## src/rtl/sudoku_pkg.sv

```systemverilog
// Shared definitions for the Sudoku game controller, its datapath and benches:
// state encoding, difficulty codes and width helpers.
package sudoku_pkg;

  typedef enum logic [3:0] {
    ST_IDLE     = 4'd1,
    ST_CLEAR    = 4'd2,
    ST_SET_DIFF = 4'd3,
    ST_PREFILL  = 4'd4,
    ST_PLAY     = 4'd5,
    ST_GUESS    = 4'd6,
    ST_CHECK    = 4'd7,
    ST_FIN      = 4'd8,
    ST_LOST     = 4'd9
  } state_t;

  localparam logic [1:0] DIFF_EASY = 2'd0;
  localparam logic [1:0] DIFF_MED  = 2'd1;
  localparam logic [1:0] DIFF_HARD = 2'd2;

  // Bits needed to index v items; never below 1 so degenerate sizes still elaborate.
  function automatic int clog2w(input int v);
    int w;
    w = 0;
    while ((1 << w) < v) w++;
    return (w < 1) ? 1 : w;
  endfunction

  function automatic int cells_of(input int n);
    return n * n;
  endfunction

endpackage

```

## src/rtl/sudoku_dp_if.sv

```systemverilog
// Command/check handshake between the game controller (master) and the
// board datapath (slave).
interface sudoku_dp_if #(
  parameter int N = 9
);
  localparam int CELLS = sudoku_pkg::cells_of(N);
  localparam int CW    = sudoku_pkg::clog2w(CELLS);
  localparam int RW    = sudoku_pkg::clog2w(N);
  localparam int VW    = sudoku_pkg::clog2w(N + 1);

  logic          cell_we;
  logic          cell_reveal;
  logic [CW-1:0] cell_idx;
  logic [RW-1:0] guess_row;
  logic [RW-1:0] guess_col;
  logic [VW-1:0] guess_val;
  logic          dp_check;
  logic          dp_done;
  logic          dp_ok;
  logic          dp_new;

  modport master (
    output cell_we, cell_reveal, cell_idx, guess_row, guess_col, guess_val, dp_check,
    input  dp_done, dp_ok, dp_new
  );

  modport slave (
    input  cell_we, cell_reveal, cell_idx, guess_row, guess_col, guess_val, dp_check,
    output dp_done, dp_ok, dp_new
  );

endinterface

```

## src/rtl/sudoku_cell_walker.sv

```systemverilog
// Cell index sequencer: steps linearly (board clear) or by a fixed stride
// modulo CELLS (prefill) for a programmed number of cycles.
module sudoku_cell_walker
  import sudoku_pkg::*;
#(
  parameter int CELLS = 81,
  parameter int STEP  = 7,
  parameter int CW    = 7
)(
  input  logic          clk,
  input  logic          rst,
  input  logic          start,
  input  logic          stride,
  input  logic [CW:0]   count,
  output logic [CW-1:0] idx,
  output logic          active,
  output logic          done
);

  localparam int STEP_M = STEP % CELLS;

  logic [CW:0] remaining;
  logic        stride_q;
  logic [CW:0] sum;

  // Both operands are below CELLS, so one conditional subtract is a full modulo.
  always_comb begin
    sum = {1'b0, idx} + (stride_q ? (CW+1)'(STEP_M) : (CW+1)'(1));
    if (sum >= (CW+1)'(CELLS)) sum = sum - (CW+1)'(CELLS);
  end

  always_ff @(posedge clk) begin
    if (rst) begin
      idx       <= '0;
      remaining <= '0;
      stride_q  <= 1'b0;
    end else if (start) begin
      idx       <= '0;
      remaining <= count;
      stride_q  <= stride;
    end else if (active) begin
      idx       <= sum[CW-1:0];
      remaining <= remaining - (CW+1)'(1);
    end
  end

  assign active = (remaining != '0);
  assign done   = (remaining == (CW+1)'(1));

endmodule

```

## src/rtl/sudoku_game_ctrl_p.sv

```systemverilog
// Parametrised Sudoku game controller: sequences board clear and prefill,
// runs guesses through the datapath legality check, and tracks the result.
module sudoku_game_ctrl_p
  import sudoku_pkg::*;
#(
  parameter int N           = 9,
  parameter int STEP        = 7,
  parameter int REVEAL_EASY = 45,
  parameter int REVEAL_MED  = 35,
  parameter int REVEAL_HARD = 25,
  parameter int MAX_STRIKES = 3,
  parameter int TIMEOUT     = 15,
  localparam int CELLS      = N * N,
  localparam int CW         = clog2w(CELLS),
  localparam int RW         = clog2w(N),
  localparam int VW         = clog2w(N + 1),
  localparam int SW         = clog2w(MAX_STRIKES + 1)
)(
  input  logic          clka,
  input  logic          restart,
  input  logic          enter,
  input  logic [1:0]    difficulty,
  input  logic [RW-1:0] row_in,
  input  logic [RW-1:0] col_in,
  input  logic [VW-1:0] val_in,
  sudoku_dp_if.master   dp,
  output logic [3:0]    state,
  output logic          won,
  output logic          lost,
  output logic          err,
  output logic [SW-1:0] strikes,
  output logic [CW:0]   filled
);

  localparam int TW = clog2w(TIMEOUT + 1);

  state_t        state_q, state_d;
  logic          enter_q, enter_rise;
  logic [1:0]    lvl_q, lvl_d;
  logic [CW:0]   filled_q, filled_d, filled_inc;
  logic [SW-1:0] strikes_q, strikes_d, strikes_inc;
  logic [RW-1:0] grow_q, gcol_q;
  logic [VW-1:0] gval_q;
  logic          latch_guess, guess_ok;
  logic [TW-1:0] timer_q;
  logic          err_q, err_d;
  logic          w_start, w_stride, w_active, w_done;
  logic [CW:0]   w_count;
  logic [CW-1:0] w_idx;

  function automatic logic [CW:0] reveal_for(input logic [1:0] l);
    case (l)
      DIFF_EASY: reveal_for = (CW+1)'(REVEAL_EASY);
      DIFF_MED:  reveal_for = (CW+1)'(REVEAL_MED);
      default:   reveal_for = (CW+1)'(REVEAL_HARD);
    endcase
  endfunction

  sudoku_cell_walker #(.CELLS(CELLS), .STEP(STEP), .CW(CW)) u_walker (
    .clk    (clka),
    .rst    (restart),
    .start  (w_start),
    .stride (w_stride),
    .count  (w_count),
    .idx    (w_idx),
    .active (w_active),
    .done   (w_done)
  );

  assign enter_rise  = enter & ~enter_q;
  assign filled_inc  = (filled_q < (CW+1)'(CELLS)) ? filled_q + (CW+1)'(1) : filled_q;
  assign strikes_inc = (strikes_q < SW'(MAX_STRIKES)) ? strikes_q + SW'(1) : strikes_q;
  assign guess_ok    = (int'(grow_q) < N) && (int'(gcol_q) < N) &&
                       (gval_q != '0) && (int'(gval_q) <= N);

  // Next-state and counter updates; a dp_done in the timeout cycle takes priority.
  always_comb begin
    state_d     = state_q;
    lvl_d       = lvl_q;
    filled_d    = filled_q;
    strikes_d   = strikes_q;
    err_d       = 1'b0;
    latch_guess = 1'b0;
    w_start     = 1'b0;
    w_stride    = 1'b0;
    w_count     = '0;
    case (state_q)
      ST_IDLE: begin
        if (enter_rise) begin
          state_d = ST_CLEAR;
          w_start = 1'b1;
          w_count = (CW+1)'(CELLS);
        end
      end
      ST_CLEAR: begin
        filled_d  = '0;
        strikes_d = '0;
        if (w_done) state_d = ST_SET_DIFF;
      end
      ST_SET_DIFF: begin
        if (enter_rise) begin
          lvl_d    = (difficulty == 2'd3) ? DIFF_HARD : difficulty;
          state_d  = ST_PREFILL;
          w_start  = 1'b1;
          w_stride = 1'b1;
          w_count  = reveal_for(lvl_d);
        end
      end
      ST_PREFILL: begin
        if (w_active) filled_d = filled_inc;
        if (!w_active || w_done) state_d = ST_PLAY;
      end
      ST_PLAY: begin
        if (enter_rise) begin
          latch_guess = 1'b1;
          state_d     = ST_GUESS;
        end
      end
      ST_GUESS: begin
        if (guess_ok) begin
          state_d = ST_CHECK;
        end else begin
          err_d   = 1'b1;
          state_d = ST_PLAY;
        end
      end
      ST_CHECK: begin
        if (dp.dp_done) begin
          if (dp.dp_ok) begin
            if (dp.dp_new) filled_d = filled_inc;
            state_d = (filled_d == (CW+1)'(CELLS)) ? ST_FIN : ST_PLAY;
          end else begin
            strikes_d = strikes_inc;
            state_d   = (strikes_d == SW'(MAX_STRIKES)) ? ST_LOST : ST_PLAY;
          end
        end else if (timer_q == TW'(TIMEOUT - 1)) begin
          err_d   = 1'b1;
          state_d = ST_PLAY;
        end
      end
      ST_FIN, ST_LOST: begin
        if (enter_rise) state_d = ST_IDLE;
      end
      default: state_d = ST_IDLE;
    endcase
  end

  always_ff @(posedge clka) begin
    if (restart) begin
      state_q   <= ST_IDLE;
      enter_q   <= 1'b0;
      lvl_q     <= '0;
      filled_q  <= '0;
      strikes_q <= '0;
      grow_q    <= '0;
      gcol_q    <= '0;
      gval_q    <= '0;
      timer_q   <= '0;
      err_q     <= 1'b0;
    end else begin
      state_q   <= state_d;
      enter_q   <= enter;
      lvl_q     <= lvl_d;
      filled_q  <= filled_d;
      strikes_q <= strikes_d;
      err_q     <= err_d;
      timer_q   <= (state_q == ST_CHECK) ? timer_q + TW'(1) : '0;
      if (latch_guess) begin
        grow_q <= row_in;
        gcol_q <= col_in;
        gval_q <= val_in;
      end
    end
  end

  assign state          = state_q;
  assign won            = (state_q == ST_FIN);
  assign lost           = (state_q == ST_LOST);
  assign err            = err_q;
  assign strikes        = strikes_q;
  assign filled         = filled_q;
  assign dp.cell_we     = (state_q == ST_CLEAR) || ((state_q == ST_PREFILL) && w_active);
  assign dp.cell_reveal = (state_q == ST_PREFILL) && w_active;
  assign dp.cell_idx    = dp.cell_we ? w_idx : '0;
  assign dp.dp_check    = (state_q == ST_CHECK) && (timer_q == '0);
  assign dp.guess_row   = grow_q;
  assign dp.guess_col   = gcol_q;
  assign dp.guess_val   = gval_q;

endmodule

```

## src/flat_wrapper.sv

```systemverilog
// flat-port wrapper written by rule: the top's interface ports become plain ports
module sudoku_game_ctrl_p_flat import sudoku_pkg::*;
#(
  parameter int N           = 9,
  parameter int STEP        = 7,
  parameter int REVEAL_EASY = 45,
  parameter int REVEAL_MED  = 35,
  parameter int REVEAL_HARD = 25,
  parameter int MAX_STRIKES = 3,
  parameter int TIMEOUT     = 15,
  localparam int CELLS      = N * N,
  localparam int CW         = clog2w(CELLS),
  localparam int RW         = clog2w(N),
  localparam int VW         = clog2w(N + 1),
  localparam int SW         = clog2w(MAX_STRIKES + 1)
)
  (clka, restart, enter, difficulty, row_in, col_in, val_in, state, won, lost, err, strikes, filled, dp_cell_we, dp_cell_reveal, dp_cell_idx, dp_guess_row, dp_guess_col, dp_guess_val, dp_dp_check, dp_dp_done, dp_dp_ok, dp_dp_new);
  sudoku_dp_if #(.N(N)) dp_i ();
  input  logic clka;
  input  logic restart;
  input  logic enter;
  input  logic [1:0] difficulty;
  input  logic [RW-1:0] row_in;
  input  logic [RW-1:0] col_in;
  input  logic [VW-1:0] val_in;
  output logic [3:0] state;
  output logic won;
  output logic lost;
  output logic err;
  output logic [SW-1:0] strikes;
  output logic [CW:0] filled;
  output wire logic [$bits(dp_i.cell_we)-1:0] dp_cell_we;
  output wire logic [$bits(dp_i.cell_reveal)-1:0] dp_cell_reveal;
  output wire logic [$bits(dp_i.cell_idx)-1:0] dp_cell_idx;
  output wire logic [$bits(dp_i.guess_row)-1:0] dp_guess_row;
  output wire logic [$bits(dp_i.guess_col)-1:0] dp_guess_col;
  output wire logic [$bits(dp_i.guess_val)-1:0] dp_guess_val;
  output wire logic [$bits(dp_i.dp_check)-1:0] dp_dp_check;
  input wire logic [$bits(dp_i.dp_done)-1:0] dp_dp_done;
  input wire logic [$bits(dp_i.dp_ok)-1:0] dp_dp_ok;
  input wire logic [$bits(dp_i.dp_new)-1:0] dp_dp_new;
  assign dp_cell_we = dp_i.cell_we;
  assign dp_cell_reveal = dp_i.cell_reveal;
  assign dp_cell_idx = dp_i.cell_idx;
  assign dp_guess_row = dp_i.guess_row;
  assign dp_guess_col = dp_i.guess_col;
  assign dp_guess_val = dp_i.guess_val;
  assign dp_dp_check = dp_i.dp_check;
  assign dp_i.dp_done = dp_dp_done;
  assign dp_i.dp_ok = dp_dp_ok;
  assign dp_i.dp_new = dp_dp_new;
  sudoku_game_ctrl_p #(.N(N), .STEP(STEP), .REVEAL_EASY(REVEAL_EASY), .REVEAL_MED(REVEAL_MED), .REVEAL_HARD(REVEAL_HARD), .MAX_STRIKES(MAX_STRIKES), .TIMEOUT(TIMEOUT)) u_core (.clka(clka), .restart(restart), .enter(enter), .difficulty(difficulty), .row_in(row_in), .col_in(col_in), .val_in(val_in), .dp(dp_i), .state(state), .won(won), .lost(lost), .err(err), .strikes(strikes), .filled(filled));
endmodule
```

## config.mk

```make
export PLATFORM = sky130hd
export DESIGN_NAME = sudoku_game_ctrl_p_flat
export DESIGN_NICKNAME = d
export VERILOG_FILES = /design/src/rtl/sudoku_pkg.sv /design/src/rtl/sudoku_dp_if.sv /design/src/rtl/sudoku_cell_walker.sv /design/src/rtl/sudoku_game_ctrl_p.sv /design/src/flat_wrapper.sv
export SDC_FILE = /design/constraint.sdc
export NUM_CORES = 1
export LEC_CHECK = 0
export ABC_CLOCK_PERIOD_IN_PS = 2800
export BUFFER_PORTS_ARGS = -buffer_cell sky130_fd_sc_hd__buf_4
export CORE_MARGIN = 2
export CORE_UTILIZATION = 56
export DETAILED_ROUTE_END_ITERATION = 10
export PLACE_DENSITY = 0.92
export SLEW_MARGIN = 40
export SYNTH_ARGS = -nofsm -noshare
export SYNTH_HDL_FRONTEND = slang
export SYNTH_SLANG_ARGS = --single-unit
export TNS_END_PERCENT = 5
```

## constraint.sdc

```tcl
create_clock -name clka -period 2.8 [get_ports clka]
set_input_delay 0.14 -clock clka [delete_from_list [all_inputs] [get_ports clka]]
set_output_delay 0.14 -clock clka [all_outputs]
set_load 0.02 [all_outputs]
```

# ---- Yosys cells after proc, flatten, opt, wreduce, memory -nomap -nowiden
# Index checks and enable logic that the tools add are counted.
dict set report word_totals {
  regBits 48
  output_inout_bits 39
  word_cells 119
  in_bits 20
}
dict set report classes {
  n_reduce_logical 22
  n_lt_le_gt_ge 6
  n_bitwise 3
  eq_ne 26
  n_addsub 6
  n_mux 44
}
# operator count
set op_table {}
lappend op_table {{$mux 8} 11}
lappend op_table {{$mux 4} 11}
lappend op_table {{$pmux 4 s8} 1}
lappend op_table {{$pmux 8 s3} 1}
lappend op_table {{$mux 7} 3}
lappend op_table {{$eq 4x3->1 const B} 4}
lappend op_table {{$pmux 8 s2} 1}
lappend op_table {{$ne 2x1->1 const B} 7}
lappend op_table {{$eq 4x4->1 const B} 3}
lappend op_table {{$pmux 6 s2} 1}
lappend op_table {{$mux 2} 5}
lappend op_table {{$add 7x3->8} 1}
lappend op_table {{$add 8x1->8 const B} 1}
lappend op_table {{$eq 4x2->1 const B} 2}
lappend op_table {{$eq 8x1->1 const B} 1}
lappend op_table {{$eq 8x7->1 const B} 1}
lappend op_table {{$ge 8x7->1 const B} 1}
lappend op_table {{$lt 4x4->1 const B} 2}
lappend op_table {{$lt 8x7->1 const B} 1}
lappend op_table {{$reduce_bool 8->1} 1}
lappend op_table {{$reduce_or 2->1} 4}
lappend op_table {{$sub 8x1->8 const B} 1}
lappend op_table {{$mux 1} 7}
lappend op_table {{$reduce_and 7->1} 1}
lappend op_table {{other kinds (25)} 35}

# ---- Depth between registers and ports, before layout
# Gate-level depths: netlist (run 1).
dict set report depth {
  depth_word 11
  mapped_depth 9
}

# ---- Modules after synthesis
# A second synthesis (run 1) with hierarchy kept.
dict set report hier_totals {
  hier_cells 409
  hier_area_um2 3320.7
}
# module n_inst cells_per_inst area_each_um2
set modules_own_cells {}
lappend modules_own_cells {sudoku_game_ctrl_p 1 246 2059.5}
lappend modules_own_cells {sudoku_cell_walker 1 163 1261.2}

# ---- Worst setup path after synthesis (run 1)
# Ideal clock, no wire load.
dict set report synth_timing {
  path_type {register to register}
  start {register u_core.u_walker.idx[0]}
  end {register u_core.u_walker.idx[2]}
  arrival_time_ns 2.245
  period_less_slack_ns 2.308
  setup_time_ns 0.062
  stages_incl_launch_ff 8
  path_slack_ns 0.492
  cell_sequence {dfxtp_1 fa_1 xnor2_1 nand2_1 a211oi_1 nor2_1 a2111o_1 nand3_1}
}
dict set report synth_via {
  elab_chain_len 3
}
# element line
set synth_lines {}
lappend synth_lines {{from (decl)} sudoku_cell_walker.sv:15} ;# output logic [CW-1:0] idx,
lappend synth_lines {{from (signal assigned)} sudoku_cell_walker.sv:42} ;# idx <= sum[CW-1:0];
lappend synth_lines {{$add 7x3->8 *} sudoku_cell_walker.sv:28} ;# sum = {1'b0, idx} + (stride_q ? (CW+1)'(STEP_M) : (CW+1)'(1));
lappend synth_lines {{$sub 7x7->7 or $ge 8x7->1 (tied branches)} sudoku_cell_walker.sv:29} ;# if (sum >= (CW+1)'(CELLS)) sum = sum - (CW+1)'(CELLS);
lappend synth_lines {{$mux 7 *} sudoku_cell_walker.sv:29}
# Mark *: on every way between the ends. The rest lies on a longest branch, timed or not.
# A chain may end at the register's enable or synchronous reset.

# ---- Final worst setup path (run 1)
dict set report layout_timing {
  start {register u_core.filled_q[0] (netlist: u_core.filled[0])}
  end {register u_core.state_q[2] (netlist: u_core.state[2])}
}
dict set report layout_via {
  elab_chain_len 11
}
# element line
set layout_lines {}
lappend layout_lines {{from (decl)} sudoku_game_ctrl_p.sv:40} ;# logic [CW:0] filled_q, filled_d, filled_inc;
lappend layout_lines {{from (signal assigned)} sudoku_game_ctrl_p.sv:164} ;# filled_q <= filled_d;
lappend layout_lines {{$add 8x1->8 or $lt 8x7->1 (tied branches)} sudoku_game_ctrl_p.sv:71} ;# assign filled_inc = (filled_q < (CW+1)'(CELLS)) ? filled_q + (CW+1)'(1) : filled_q;
lappend layout_lines {{$mux 8} sudoku_game_ctrl_p.sv:71}
lappend layout_lines {{$mux 8 *} sudoku_game_ctrl_p.sv:130} ;# if (dp.dp_new) filled_d = filled_inc;
lappend layout_lines {{$mux 8 *} sudoku_game_ctrl_p.sv:129} ;# if (dp.dp_ok) begin
lappend layout_lines {{$mux 8 *} sudoku_game_ctrl_p.sv:128} ;# if (dp.dp_done) begin
lappend layout_lines {{$mux 8 *} sudoku_game_ctrl_p.sv:87} ;# case (state_q)
lappend layout_lines {{$eq 8x7->1 *} sudoku_game_ctrl_p.sv:131} ;# state_d = (filled_d == (CW+1)'(CELLS)) ? ST_FIN : ST_PLAY;
lappend layout_lines {{$mux 4 *} sudoku_game_ctrl_p.sv:131}
lappend layout_lines {{$mux 4 *} sudoku_game_ctrl_p.sv:129}
lappend layout_lines {{$mux 4 *} sudoku_game_ctrl_p.sv:128}
lappend layout_lines {{$pmux 4 s8 *} sudoku_game_ctrl_p.sv:87}
lappend layout_lines {{to (signal assigned)} sudoku_game_ctrl_p.sv:161} ;# state_q <= state_d;
lappend layout_lines {{to (decl)} sudoku_game_ctrl_p.sv:37} ;# state_t state_q, state_d;
# Mark *: on every way between the ends. The rest lies on a longest branch, timed or not. The select of a mux whose other input is x is not followed.

==> impl_metrics.csv, run 1 <==
group,metric,value,unit
outcome,outcome,"finished, final reports clean",
route,wl_per_cell,15.8,µm
yosys,mappedNetlistArea,3090,µm²
route,wl_met1,3430,µm
clock_network,ctsHoldBuffers,0,
route,ant_nets,0,
final_layout,diodes,0,
sta,timing.final.hold_violations,0,
route,first_iter_violations,281,
final_layout,areaGrowthSynthToFinish,18.8,%
route,wl_met2,3950,µm
yosys,synthXorXnorAreaFrac,0.0397,
power,sw_frac_of_total,0.431,
route,num_vias,3190,
clock_network,clk_latency,0.30,ns
sta,fin_crit_sh,0.881,
power,ir_worst_vdd,482,µV
route,via_per_inst,6.17,
yosys,ys_top_cells_by_area,"dfxtp_1 31%, nor2_1 5.7%, ha_1 4.5%, mux2i_1 4.2%, o21ai_0 4.2%",
power,p_leak,1.58,nW
route,highest_layer,"met4",
sta,finalSetupViolations,0,
clock_network,htreeDepth,2,
worst_hold_path,hold_class,"in -> reg",
yosys,avgSynthCellArea,7.86,µm²
worst_setup_path,required,2.97,ns
yosys,synth_top_area_frac,0.311,
route,dr.pass1.iters,5,
clock_network,post_cts_resized,0,
power,intPower,1.46,mW
yosys,synth.area.mux_share,0.0421,
floorplan,die-area,6130,µm²
grt,grt_use_total,0.269,
floorplan,die_h,78.3,µm
grt,grt_antenna_before_repair,0,
worst_setup_path,criticalPathCategory,"reg -> reg",
sta,holdWs,0.0671,ns
route,wl,8190,µm
grt,overflow,0,
yosys,ys_seq_area_frac,0.311,
grt,grt_first_pass_wirelength,13400,µm
place,dp_hpwl,6210,µm
yosys,yosysMostFrequentCell,"dfxtp_1",
yosys,synthAdderAreaFrac,0.0510,
yosys,ys_types,63,
floorplan,initial_utilization,0.572,
yosys,synth_common_cells,"48 x dfxtp_1, 47 x nor2_1, 26 x o21ai_0",
power,pwr-share-comb,0.459,
job,cap_viol_max_count,0,
final_layout,final_net_count,476,
sta,max_freq,0.405,GHz
clock_network,clockBufferDepth,2,
final_layout,drive_gt1_frac,0.191,
floorplan,fp.coreArea,5410,µm²
power,clockPowerShare,0.170,
yosys,synth_top_cell_by_area,"dfxtp_1",
floorplan,rows,27,
clock_network,clk_pin_slew_worst_paths,0.09,ns
clock_network,cts_setup_buffers,0,
place,gp_congestion,0.960,
sta,skew,0.00751,ns
grt,grt_max_degree,34,
yosys,synthCells,393,
route,drc_errors,0,
sta,slew_headroom,0.560,
place,port_buffers,58,
route,route.met3.wl,692,µm
yosys,synth_warnings,0,
floorplan,die_x,78.3,µm
grt,first_global_vias,2979,
yosys,synth-edff-count,0,
yosys,synth_ff_type,"dfxtp_1",
yosys,async_flop_share,0,
sta,drv_slew,0,
power,powerDensity,699,nW/µm²
yosys,synth_top_family_by_area,"simple AND/OR/NAND/NOR gates",
final_layout,final_util,0.679,
sta,rsz0062_at_grt,"false",
power,seqPwrFrac,0.372,
worst_setup_path,critPathArrivalTime,2.64,ns
clock_network,clockRootBuffer,"clkbuf_8",
sta,post-route-min-period,2.47,ns
sta,worst_pin_slew,0.653,ns
worst_setup_path,startpoint_type,"register",
yosys,synth_fp_nets,425,
yosys,ys_ff_latch,48,
yosys,yosys.area_share.simple,0.284,
worst_setup_path,end_kind,"register",
clock_network,cts_num_sinks,48,
power,p_sw,1.11,mW
worst_setup_path,cp_max_fo,6,
clock_network,cts_buffers,5,
sta,setup_tns,0,ns
floorplan,io_pins,59,
clock_network,cts_tree,"done",
yosys,synth-compound-area-share,0.229,
## worst max-delay path, cell delays in order (launching register included)
cell	delay (ns)
dfxtp_1	0.37
inv_1	0.10
ha_1	0.14
nor3b_1	0.42
o211ai_1	0.23
or3_1	0.36
a211o_1	0.28
o21ai_0	0.29
a31oi_1	0.13
## cell families (layout without fill, tap and decap cells)
family,after synthesis,in the layout
buf+inv,34,86
simple gates,167,167
fa+ha+maj,12,12
mux,13,13
xor+xnor,14,14
compound gates,105,105
flops,48,48
## per-stage QoR
| step | std cells | power [mW] | instance area [µm²] | setup slack, ns |
|---|---|---|---|---|
| after floorplan | 393 | 1.79 | 3090 | 0.492 |
| after global placement | 509 | 2.09 | 3580 | 0.416 |
| after detailed placement | 509 | 2.12 | 3580 | 0.395 |
| after CTS | 517 | 2.56 | 3670 | 0.371 |
| after global routing | 517 | 2.73 | 3670 | 0.0766 |
| final | 517 | 2.57 | 3670 | 0.332 |
## area by class of cell
class / count / area [µm²]
clock inverter: 1 / 7.51
timing repair buffer: 64 / 480
clock buffer: 7 / 86.3
tap: 72 / 90.1
sequential: 48 / 961
inverter: 14 / 52.6
multi-input combinational: 311 / 1990
fill: 446 / 1730
## power by group through the flow
stage	sequential (mW)	clock (mW)	combinational, mW
5_1_grt	0.968	0.469	1.30
2_1_floorplan	0.934	0	0.851
3_5_place_dp	0.965	0	1.16
4_1_cts	0.949	0.440	1.17
6_report	0.954	0.436	1.18
3_3_place_gp	0.952	0	1.14
## placed cells by master, fill, tap and decap left out, drive strengths merged, types with 4 or more instances in the layout
cell type and instances:
xor2 8, or3 11, o21ai 28, o31ai 5, or2 4, nand3 18
nor2b 4, nor2 47, buf 64, a21oi 25, and3 8, nor4 7
nand2b 11, inv 14, nand2 22, mux2i 13, clkbuf 7, xnor2 6
and2 7, a41oi 5, nor3 18, dfxtp 48, a31oi 4, a211oi 7
ha 11, o21a 4
## per-layer routing
| layer | vias to the layer above | GRT usage |
|---|---|---|
| met3 | 17 | 0.0598 |
| met5 | - | 0 |
| met2 | 148 | 0.466 |
| li1 | 1547 | - |
| met1 | 1478 | 0.335 |
| met4 | 0 | 0.0807 |
## state kept, by name (all words and copies together), names as in the netlist
signal and cells:
u_core.dp.guess_col 4, u_core.u_walker.stride_q 1, u_core.state 4, u_core.enter_q 1, u_core.filled 8, u_core.u_walker.remaining 8, u_core.dp.guess_val 4, u_core.strikes 2
u_core.timer_q 4, u_core.dp.guess_row 4, u_core.err 1, u_core.u_walker.idx 7
## worst paths after layout
path | cells after the start | to | startpoint | slack [ns]
min | 3 | u_core.dp.guess_row[1] | row_in[1] | 0.07
max reg2reg | 8 | u_core.state[2] | u_core.filled[0] | 0.33
min reg2reg | 1 | u_core.timer_q[0] | u_core.timer_q[0] | 0.51
max | 8 | u_core.state[2] | u_core.filled[0] | 0.33
No activity file was read; power rests on OpenSTA's default activity.
==> run 2: changes to the inputs <==
--- a/config.mk
+++ b/config.mk
@@ -8,9 +8,9 @@
 export ABC_CLOCK_PERIOD_IN_PS = 2800
 export BUFFER_PORTS_ARGS = -buffer_cell sky130_fd_sc_hd__buf_4
 export CORE_MARGIN = 2
-export CORE_UTILIZATION = 56
+export CORE_UTILIZATION = 55
 export DETAILED_ROUTE_END_ITERATION = 10
-export PLACE_DENSITY = 0.92
+export PLACE_DENSITY = 0.9
 export SLEW_MARGIN = 40
 export SYNTH_ARGS = -nofsm -noshare
 export SYNTH_HDL_FRONTEND = slang
==> run 2 against run 1 <==
Against the previous run: hold slack worse by 0.0059 ns; die area up 1.7%; combinational power about the same; global-route usage down 0.97 points.
==> impl_metrics.csv, run 2 (synthesis results as in run 1) <==
group,metric,value,unit
final_layout,final_net_count,476,
final_layout,final_common_cell,"buf_4",
final_layout,drive_gt1_frac,0.193,
sta,fin_crit_sh,0.894,
sta,skew,0.0102,ns
final_layout,diodes,0,
worst_setup_path,rr_worst_depth,8,
worst_setup_path,rrSetupSlack,0.30,ns
route,wl,8010,µm
grt,grt_antenna_before_repair,0,
clock_network,cts_num_sinks,48,
worst_hold_path,worstHoldStart,"row_in[1]",
outcome,outcome,"finished, final reports clean",
sta,post-route-min-period,2.50,ns
final_layout,multi_input_area,1990,µm²
route,first_iter_violations,367,
worst_setup_path,crit_chain,"inv_1 -> ha_1 -> nor3b_1 -> o211ai_1 -> or3_1 -> a211o_1 -> o21ai_0 -> a31oi_1",
floorplan,rows,27,
route,via_per_inst,6.28,
place,port_buffers,58,
sta,drv_slew,0,
worst_setup_path,rr_endpoint,"u_core.state[2]",
final_layout,areaGrowthSynthToFinish,19.4,%
power,powerDensity,711,nW/µm²
route,num_vias,3248,
clock_network,clk_pin_slew_worst_paths,0.09,ns
grt,first_global_vias,2896,
grt,grt_max_degree,34,
sta,max_freq,0.400,GHz
final_layout,final_cell_mix,"64 x buf_4, 48 x dfxtp_1, 47 x nor2_1, 26 x o21ai_0, 25 x a21oi_1",
worst_hold_path,hold_end,"u_core.dp.guess_row[1]",
sta,rsz0062_at_grt,"false",
grt,overflow,0,
route,ant_nets,0,
place,gp_congestion,0.919,
worst_setup_path,cp_max_fo,6,
worst_setup_path,criticalPathCategory,"reg -> reg",
clock_network,cts_tree,"done",
sta,timing.final.hold_violations,0,
floorplan,io_pins,59,
grt,grt_first_pass_wirelength,13200,µm
route,drc_errors,0,
clock_network,clockRootBuffer,"clkbuf_8",
sta,worst_pin_slew,0.656,ns
worst_setup_path,r2r_start,"u_core.filled[0]",
job,cap_viol_max_count,0,
sta,slew_headroom,0.562,
worst_setup_path,setup.worst_path.start,"u_core.filled[0]",
worst_setup_path,startpoint_type,"register",
power,p_leak,1.59,nW
worst_hold_path,hold_class,"in -> reg",
clock_network,cts_buffers,5,
clock_network,ctsHoldBuffers,0,
floorplan,initial_utilization,0.565,
worst_setup_path,crit_path_top_delay_cell,"nor3b_1",
route,wl_per_cell,15.5,µm
place,dp_hpwl,5830,µm
floorplan,die_x,79.0,µm
sta,setup_tns,0,ns
clock_network,clk_latency,0.31,ns
floorplan,fp.coreArea,5470,µm²
sta,finalSetupViolations,0,
route,dr.pass1.iters,7,
worst_setup_path,required,2.97,ns
clock_network,cts_setup_buffers,0,
worst_setup_path,critPathArrivalTime,2.67,ns
worst_hold_path,hold_depth,3,
floorplan,die-area,6230,µm²
clock_network,htreeDepth,2,
clock_network,clockBufferDepth,2,
final_layout,seqCellArea,961,µm²
grt,grt_use_total,0.260,
clock_network,post_cts_resized,0,
final_layout,final.fill_count,447,
sta,holdWs,0.0612,ns
floorplan,die_h,79.0,µm
power,ir_worst_vdd,626,µV
worst_setup_path,end_kind,"register",
worst_setup_path,cpPeakStageDelay,0.38,ns
## run 2: changes by cell type in the layout (fill, tap and decap cells not counted), sizes merged
| cell | previous run | this run |
|---|---|---|
| clkbuf | 7 | 5 |
| bufinv | 0 | 1 |
| clkinv | 0 | 1 |
## run 2: worst max-delay path by stage
stage,slack (ns),end
3_5_place_dp,0.35,u_core.u_walker.idx[0]
4_1_cts,0.32,u_core.u_walker.idx[0]
6_report,0.30,u_core.state[2]
5_1_grt,0.16,u_core.state[2]
3_3_place_gp,0.45,u_core.u_walker.idx[4]
2_1_floorplan,0.49,u_core.u_walker.idx[2]
## run 2: stage by stage
stage | instances | util | instance area (µm²) | setup slack (ns) | total power, mW
2_1_floorplan | 393 | - | 3090 | 0.492 | 1.79
3_3_place_gp | 509 | 0.654 | 3580 | 0.447 | 2.07
3_5_place_dp | 509 | 0.654 | 3580 | 0.355 | 2.09
4_1_cts | 517 | 0.674 | 3690 | 0.319 | 2.61
5_1_grt | 517 | 0.674 | 3690 | 0.157 | 2.79
6_report | 517 | 0.674 | 3690 | 0.297 | 2.62
## run 2: power breakdown
| part | total (mW) | switching [mW] | internal [mW] |
|---|---|---|---|
| registers | 0.945 | 0.159 | 0.786 |
| clock network | 0.507 | 0.242 | 0.265 |
| logic | 1.17 | 0.703 | 0.470 |
| total | 2.62 | 1.10 | 1.52 |
## run 2: critical path, delay by kind of cell, from the launching register on
family	cells	cell delay, ns
buffers and inverters	1	0.11
adders and majority gates	1	0.15
and+or+nand+nor	2	0.74
AOI/OAI and AO/OA	4	1.00
DFF	1	0.37
## run 2: cell type report
cell class | count | area share
timing repair buffer | 64 | 0.130
multi-input combinational | 311 | 0.541
tap | 72 | 0.0244
clock inverter | 3 | 0.0115
inverter | 14 | 0.0142
clock buffer | 5 | 0.0187
sequential | 48 | 0.260
## run 2: per-layer routing
layer	vias to the layer above	GRT usage	share of wire
met3	27	0.0432	0.075
met4	0	0.0966	0.022
li1	1535	-	-
met2	166	0.422	0.46
met1	1520	0.347	0.44
met5	-	0	0
